`src/rtl/nt_reward_predictor_pkg.sv`:
```
// Shared encodings and helpers for the reward-prediction-error stage.
package nt_reward_predictor_pkg;

   typedef enum logic [1:0] {
      IDLE   = 2'd0,
      WAIT   = 2'd1,
      BURST  = 2'd2,
      UPDATE = 2'd3
   } state_t;

   localparam int EXP_W = 3;
   typedef logic [EXP_W-1:0] exp_t;

   localparam exp_t OUTCOME_REWARD = 3'd7;
   localparam exp_t OUTCOME_NONE   = 3'd0;

   function automatic logic [2:0] low_index(input logic [7:0] v);
      logic [2:0] r;
      r = '0;
      for (int i = 7; i >= 0; i--) begin
         if (v[i]) r = 3'(i);
      end
      return r;
   endfunction

   function automatic exp_t step_toward(input exp_t cur, input exp_t tgt);
      exp_t r;
      r = cur;
      if (cur < tgt) r = cur + 3'd1;
      else if (cur > tgt) r = cur - 3'd1;
      return r;
   endfunction

endpackage

```
`src/rtl/nt_reward_predictor_if.sv`:
```
// Stimulus/action inputs and dopamine step outputs of the RPE stage.
interface nt_reward_predictor_if;
   logic        tick;
   logic [15:0] stimuli;
   logic [7:0]  action;
   logic        inc;
   logic        dec;
   logic        fast;
   logic        busy;

   modport master (
      output tick, stimuli, action,
      input  inc, dec, fast, busy
   );

   modport slave (
      input  tick, stimuli, action,
      output inc, dec, fast, busy
   );
endinterface

```
`src/rtl/nt_expectation_table.sv`:
```
// 8x3 per-action expectation file; decay input is driven only when
// NT_RPE_HABITUATION_EN is defined in the parent.
module nt_expectation_table
   import nt_reward_predictor_pkg::*;
#(
   parameter int EXP_INIT = 3
) (
   input  logic       clk,
   input  logic       rst_n,
   input  logic [2:0] idx,
   output exp_t       rdata,
   input  logic       we,
   input  exp_t       target,
   input  logic       decay
);
   localparam exp_t INIT = exp_t'(EXP_INIT);

   exp_t mem [8];

   assign rdata = mem[idx];

   always_ff @(posedge clk) begin
      if (!rst_n) begin
         for (int i = 0; i < 8; i++) mem[i] <= INIT;
      end else if (we) begin
         mem[idx] <= step_toward(mem[idx], target);
      end else if (decay) begin
         for (int i = 0; i < 8; i++) mem[i] <= step_toward(mem[i], INIT);
      end
   end
endmodule

```
`src/rtl/nt_reward_predictor.sv`:
```
// Reward-prediction-error stage feeding the dopamine resource counter.
// Optional habituation decay of idle expectations: NT_RPE_HABITUATION_EN.
module nt_reward_predictor
   import nt_reward_predictor_pkg::*;
#(
   parameter logic [15:0] REWARD_MASK = 16'h00F0,
   parameter logic [15:0] PUNISH_MASK = 16'h0F00,
   parameter int WINDOW      = 6,
   parameter int EXP_INIT    = 3,
   parameter int FAST_THRESH = 4
`ifdef NT_RPE_HABITUATION_EN
  ,parameter int DECAY_TICKS = 32
`endif
) (
   input logic clk,
   input logic rst_n,
   nt_reward_predictor_if.slave bus
);
   localparam logic [3:0] WIN_INIT = 4'(WINDOW);
   localparam logic [3:0] FAST_MIN = 4'(FAST_THRESH);

   state_t            state;
   state_t            state_nx;
   logic [7:0]        action_prev;
   logic [3:0]        win;
   logic [2:0]        idx;
   logic [2:0]        burst;
   exp_t              outcome;
   logic              dir;
   logic              fst;
   logic              rwd;
   logic              pun;
   logic              trig;
   logic              hit;
   logic              pulse;
   logic              upd;
   logic              decay;
   exp_t              e_cur;
   exp_t              out_val;
   logic signed [3:0] err;
   logic [2:0]        mag;

   assign rwd     = |(bus.stimuli & REWARD_MASK);
   assign pun     = |(bus.stimuli & PUNISH_MASK);
   assign trig    = (bus.action != 8'h00) && (action_prev == 8'h00);
   assign hit     = pun | rwd | (win == 4'd1);
   assign out_val = (rwd & ~pun) ? OUTCOME_REWARD : OUTCOME_NONE;
   assign err     = $signed({1'b0, out_val}) - $signed({1'b0, e_cur});
   assign mag     = err[3] ? 3'(-err) : err[2:0];
   assign upd     = (state == UPDATE);

   always_ff @(posedge clk) begin
      if (!rst_n) state <= IDLE;
      else state <= state_nx;
   end

   always_comb begin
      state_nx = state;
      unique case (state)
         IDLE:    if (bus.tick && trig) state_nx = WAIT;
         WAIT:    if (bus.tick && hit)
                     state_nx = (err == 4'sd0) ? IDLE : BURST;
         BURST:   if (bus.tick && burst == 3'd1) state_nx = UPDATE;
         UPDATE:  state_nx = IDLE;
         default: state_nx = IDLE;
      endcase
   end

   // A reset cycle swallows any pulse the burst would have emitted
   always_comb begin
      pulse    = (state == BURST) & bus.tick & rst_n;
      bus.inc  = pulse & dir;
      bus.dec  = pulse & ~dir;
      bus.fast = pulse & fst;
      bus.busy = (state != IDLE);
   end

   always_ff @(posedge clk) begin
      if (!rst_n) begin
         action_prev <= '0;
         win         <= '0;
         idx         <= '0;
         burst       <= '0;
         outcome     <= OUTCOME_NONE;
         dir         <= 1'b0;
         fst         <= 1'b0;
      end else begin
         if (bus.tick) action_prev <= bus.action;
         unique case (state)
            IDLE: if (bus.tick && trig) begin
               idx <= low_index(bus.action);
               win <= WIN_INIT;
            end
            WAIT: if (bus.tick) begin
               if (hit) begin
                  outcome <= out_val;
                  burst   <= mag;
                  dir     <= ~err[3];
                  fst     <= ({1'b0, mag} >= FAST_MIN) | pun;
               end else begin
                  win <= win - 4'd1;
               end
            end
            BURST: if (bus.tick) burst <= burst - 3'd1;
            default: ;
         endcase
      end
   end

`ifdef NT_RPE_HABITUATION_EN
   localparam logic [5:0] IDLE_LAST = 6'(DECAY_TICKS - 1);
   logic [5:0] idle_cnt;

   assign decay = (state == IDLE) && bus.tick && !trig &&
                  (idle_cnt == IDLE_LAST);

   always_ff @(posedge clk) begin
      if (!rst_n) idle_cnt <= '0;
      else if (state != IDLE) idle_cnt <= '0;
      else if (bus.tick && (trig || decay)) idle_cnt <= '0;
      else if (bus.tick) idle_cnt <= idle_cnt + 6'd1;
   end
`else
   assign decay = 1'b0;
`endif

   nt_expectation_table #(
      .EXP_INIT(EXP_INIT)
   ) u_table (
      .clk    (clk),
      .rst_n  (rst_n),
      .idx    (idx),
      .rdata  (e_cur),
      .we     (upd),
      .target (outcome),
      .decay  (decay)
   );
endmodule

```
`src/flat_wrapper.sv`:
```
// flat-port wrapper written by rule: the top's interface ports become plain ports
module nt_reward_predictor_flat import nt_reward_predictor_pkg::*;
#(
   parameter logic [15:0] REWARD_MASK = 16'h00F0,
   parameter logic [15:0] PUNISH_MASK = 16'h0F00,
   parameter int WINDOW      = 6,
   parameter int EXP_INIT    = 3,
   parameter int FAST_THRESH = 4

)
  (clk, rst_n, bus_tick, bus_stimuli, bus_action, bus_inc, bus_dec, bus_fast, bus_busy);
  nt_reward_predictor_if bus_i ();
  input logic clk;
  input logic rst_n;
  input wire logic [$bits(bus_i.tick)-1:0] bus_tick;
  input wire logic [$bits(bus_i.stimuli)-1:0] bus_stimuli;
  input wire logic [$bits(bus_i.action)-1:0] bus_action;
  output wire logic [$bits(bus_i.inc)-1:0] bus_inc;
  output wire logic [$bits(bus_i.dec)-1:0] bus_dec;
  output wire logic [$bits(bus_i.fast)-1:0] bus_fast;
  output wire logic [$bits(bus_i.busy)-1:0] bus_busy;
  assign bus_i.tick = bus_tick;
  assign bus_i.stimuli = bus_stimuli;
  assign bus_i.action = bus_action;
  assign bus_inc = bus_i.inc;
  assign bus_dec = bus_i.dec;
  assign bus_fast = bus_i.fast;
  assign bus_busy = bus_i.busy;
  nt_reward_predictor #(.REWARD_MASK(REWARD_MASK), .PUNISH_MASK(PUNISH_MASK), .WINDOW(WINDOW), .EXP_INIT(EXP_INIT), .FAST_THRESH(FAST_THRESH)) u_core (.clk(clk), .rst_n(rst_n), .bus(bus_i));
endmodule
```
`config.mk`:
```
export PLATFORM = sky130hd
export DESIGN_NAME = nt_reward_predictor_flat
export DESIGN_NICKNAME = d
export VERILOG_FILES = /design/src/rtl/nt_reward_predictor_pkg.sv /design/src/rtl/nt_reward_predictor_if.sv /design/src/rtl/nt_expectation_table.sv /design/src/rtl/nt_reward_predictor.sv /design/src/flat_wrapper.sv
export SDC_FILE = /design/constraint.sdc
export NUM_CORES = 1
export LEC_CHECK = 0
export ABC_CLOCK_PERIOD_IN_PS = 2900
export CAP_MARGIN = 10
export CELL_PAD_IN_SITES_DETAIL_PLACEMENT = 2
export CELL_PAD_IN_SITES_GLOBAL_PLACEMENT = 2
export CORE_MARGIN = 3
export CORE_UTILIZATION = 33
export DETAILED_ROUTE_END_ITERATION = 7
export PLACE_DENSITY = 0.83
export RECOVER_POWER = 100
export SYNTH_ARGS = -nofsm -noshare
export SYNTH_HDL_FRONTEND = slang
export SYNTH_HIERARCHICAL = 1
export SYNTH_SLANG_ARGS = --single-unit
export TNS_END_PERCENT = 20
```
`constraint.sdc`:
```
create_clock -name clk -period 2.9 [get_ports clk]
set_input_delay 0.29 -clock clk [delete_from_list [all_inputs] [get_ports clk]]
set_output_delay 0.29 -clock clk [all_outputs]
set_load 0.01 [all_outputs]
```
==> impl_metrics.yaml <==
floorplanning:
  core_um2: 9459
  fp.dieH_um: 105.8
  rows: 35
  pin_count: 31
  die_w_um: 105.8
  start_util_pct: 34.72
  dieArea_um2: 11190
final_layout:
  nNetsFinal: 433
  finalInstanceArea_um2: 4053
  finalNonFillerCells: 514
  area_growth_pct: 23.39
  antennaDiodeCount: 0
  n_fill_cell: 1037
  final_layout_size_suffix_gt1_share_pct: 18.18
drt:
  drtIter0Drc: 65
  ant_nets: 0
  drc_errors: 0
  firstDrtPassIters: 4
  wl_mm: 9.884
  wire_per_inst_um: 19.23
  via_per_inst: 5.525
  vias: 2840
placed_design:
  post-dp-hpwl_mm: 7.646
  pre_cts_slack_ns: -0.1758
  dp_cells: 504
  gp_congestion: 0.7917
  portBuffers: 22
  placed_cell_area_um2: 3841
cts:
  clkSlewWorstSetupHoldPaths_ns: 0.10
  cts.path.max_buffers: 2
  cts_root_buf: "clkbuf_8"
  cts_made_buffers: 5
  cts.sinks: 47
  cts_tree: "done"
  clk_latency_ns: 0.30
  cts-hold-fix-buffers: 0
  cts_max_level: 2
timing:
  rsz0062_at_grt: "yes"
  final-hold-violation-count: 0
  slew_headroom_pct: 53.14
  tightest_slew_ns: 0.6955
  setup_viol: 0
  final.period_utilization_pct: 99.23
  fin_skew_ns: 0.01108
  period_needed_ns: 2.878
  slew_viol_final: 0
  worst_slack_ns: 0.02219
  timing.fmax_mhz: 347.5
power:
  p_seq_share_pct: 43.0
  switching_share_pct: 31.91
  pwr-share-clk_pct: 25.9
  ir_drop_uv: 201.0
  pwr-share-comb_pct: 31.0
  p_leak_uw: 0.001398
  power.density_nw_per_um2: 474.6
  internal-power_uw: 1310
  power_uw: 1924
  switchingPower_uw: 613.9
logic_synthesis:
  synth_edf_count: 24
  ys_ff_latch: 47
  synth_seq_area_share_pct: 35.96
  yosys-top-cells-count: "nor2_1 (31), nand2_1 (25), edfxtp_1 (24)"
  synth.most_common_cell: "nor2_1"
  synth_top_area_share_pct: 21.94
  ys_async_sr_fraction_pct: 0
  synth_warnings: 6
  synth_area_leader_cell: "edfxtp_1"
  synth_area_leaders: "edfxtp_1 (22%), dfxtp_1 (14%), fa_1 (5.5%), ha_1 (5.0%), mux2i_1 (4.6%)"
  synthFlopType: "edfxtp_1"
  synth_cell_types: 66
  syn_area_per_cell_um2: 9.746
  synthCells: 337
  syn-cell-area_um2: 3284
grt:
  grt_pass1_wl_mm: 16.37
  gr-usage-all-layers_pct: 18.24
  overflow: 0
  grt_max_degree: 16
  first_global_vias: 3234
  antenna_found_initial: 0
critical_path:
  cp.arrival_ns: 3.09
  crit_required_ns: 3.11
  crit_path_start_kind: "register"
  worstPathMaxFanout: 2
  cp-end-kind: "register"
  criticalPathCategory: "register to register"
outcome:
  status: "finished clean"
run:
  maxCapViolCount: 0
hold_path:
  hold_class: "register to register"
==> logic make-up after synthesis <==
family	Yosys count	synth area share (%)
and+or+nand+nor	124	21.37
buffers and inverters	35	4.190
AOI/OAI and AO/OA	79	17.90
xor gates and xnor gates	11	3.391
muxes	18	6.628
other	1	0.1142
DFF	47	35.96
adders and majority gates	22	10.44
==> sequential cells by signal, summed over array words and instances, names as in the netlist, named ones only <==
| signal | count |
|---|---|
| u_core/fst | 1 |
| u_core/idx | 3 |
| u_core/burst | 3 |
| u_core/action_prev | 8 |
| u_core/u_table/mem | 24 |
| u_core/outcome | 1 |
| u_core/state | 1 |
| u_core/dir | 1 |
| u_core/win | 4 |
==> critical path, stage by stage (launching register included) <==
cell and delay (ns):
edfxtp_1 0.44, mux4_2 0.53, mux2i_4 0.19, inv_2 0.08, ha_4 0.16, fa_1 0.48
ha_2 0.22, inv_2 0.07, and4_4 0.23, o31ai_2 0.06, o41ai_1 0.32
==> final timing paths <==
| check | startpoint | to | slack [ns] | cells after the start |
|---|---|---|---|---|
| min | u_core/burst[2]$_SDFFE_PN0P_ | u_core/burst[2]$_SDFFE_PN0P_ | 0.51 | 2 |
| max reg2reg | u_core/u_table/mem[4][0]$_DFFE_PP_ | u_core/burst[2]$_SDFFE_PN0P_ | 0.02 | 10 |
| min reg2reg | u_core/burst[2]$_SDFFE_PN0P_ | u_core/burst[2]$_SDFFE_PN0P_ | 0.51 | 2 |
| max | u_core/u_table/mem[4][0]$_DFFE_PP_ | u_core/burst[2]$_SDFFE_PN0P_ | 0.02 | 10 |
==> metrics by stage <==
step | setup TNS (ns) | util, % | hold WS [ns]
final | 0 | 42.84 | 0.5066
after global routing | -0.3790 | 42.84 | 0.5458
after CTS | -0.01123 | 42.29 | 0.5064
after detailed placement | -1.082 | 40.61 | 0.4899
after global placement | -0.03709 | 40.61 | 0.4733
after floorplan | 0 | - | 0.4314
==> power groups by stage <==
stage | registers (uW) | clock network, uW | logic, uW
floorplan | 823 | 0 | 344
global placement | 837 | 0 | 507
detailed placement | 843 | 0 | 551
CTS | 829 | 521 | 572
global route | 836 | 552 | 661
finish | 828 | 499 | 597
==> placed cells by master, fill, tap and decap left out, types with 3 or more instances in the layout <==
master,instances
or4_4,3
nand2_1,24
o22ai_1,6
inv_1,17
o21ai_0,6
nor2_1,32
fa_1,9
xnor2_1,6
nor2b_1,9
o211ai_1,9
nand3_1,9
edfxtp_1,24
a211oi_1,3
o22a_1,6
o31ai_1,3
buf_4,26
a21oi_2,3
a21oi_1,10
nand3b_1,6
mux2i_1,14
nor3_1,3
and3_1,3
clkdlybuf4s50_1,20
clkbuf_8,5
and2_1,3
nand2b_1,13
a32oi_1,5
ha_1,11
a31oi_1,3
dfxtp_1,21
==> layout make-up <==
| cell class | count | area, um^2 | area share [%] |
|---|---|---|---|
| multi-input cells | 256 | 2048 | 50.54 |
| flip-flops and latches | 47 | 1184 | 29.21 |
| repair buffers | 53 | 465.4 | 11.49 |
| well taps | 129 | 161.4 | 3.983 |
| inverters | 21 | 81.33 | 2.007 |
| clock buffers | 5 | 68.82 | 1.698 |
| clock inverters | 3 | 43.79 | 1.081 |
==> layer usage <==
layer	vias to the layer above	track usage, %	share of wire, %	routed length, um
met1	1451	21.96	43	4217
li1	1336	-	-	-
met2	45	34.24	54	5294
met5	-	0	0	0
met3	8	2.205	2.8	272
met4	0	4.440	1.0	99
==> timing repair <==
action                                  in CTS  in global routing
gates resized for setup                     16                 10
pin swaps                                    4                  6
endpoints found under the setup margin      24                 18
endpoints found under the hold margin        0                  0
setup buffers                                0                  2
No activity file was read; power rests on OpenSTA's default activity.
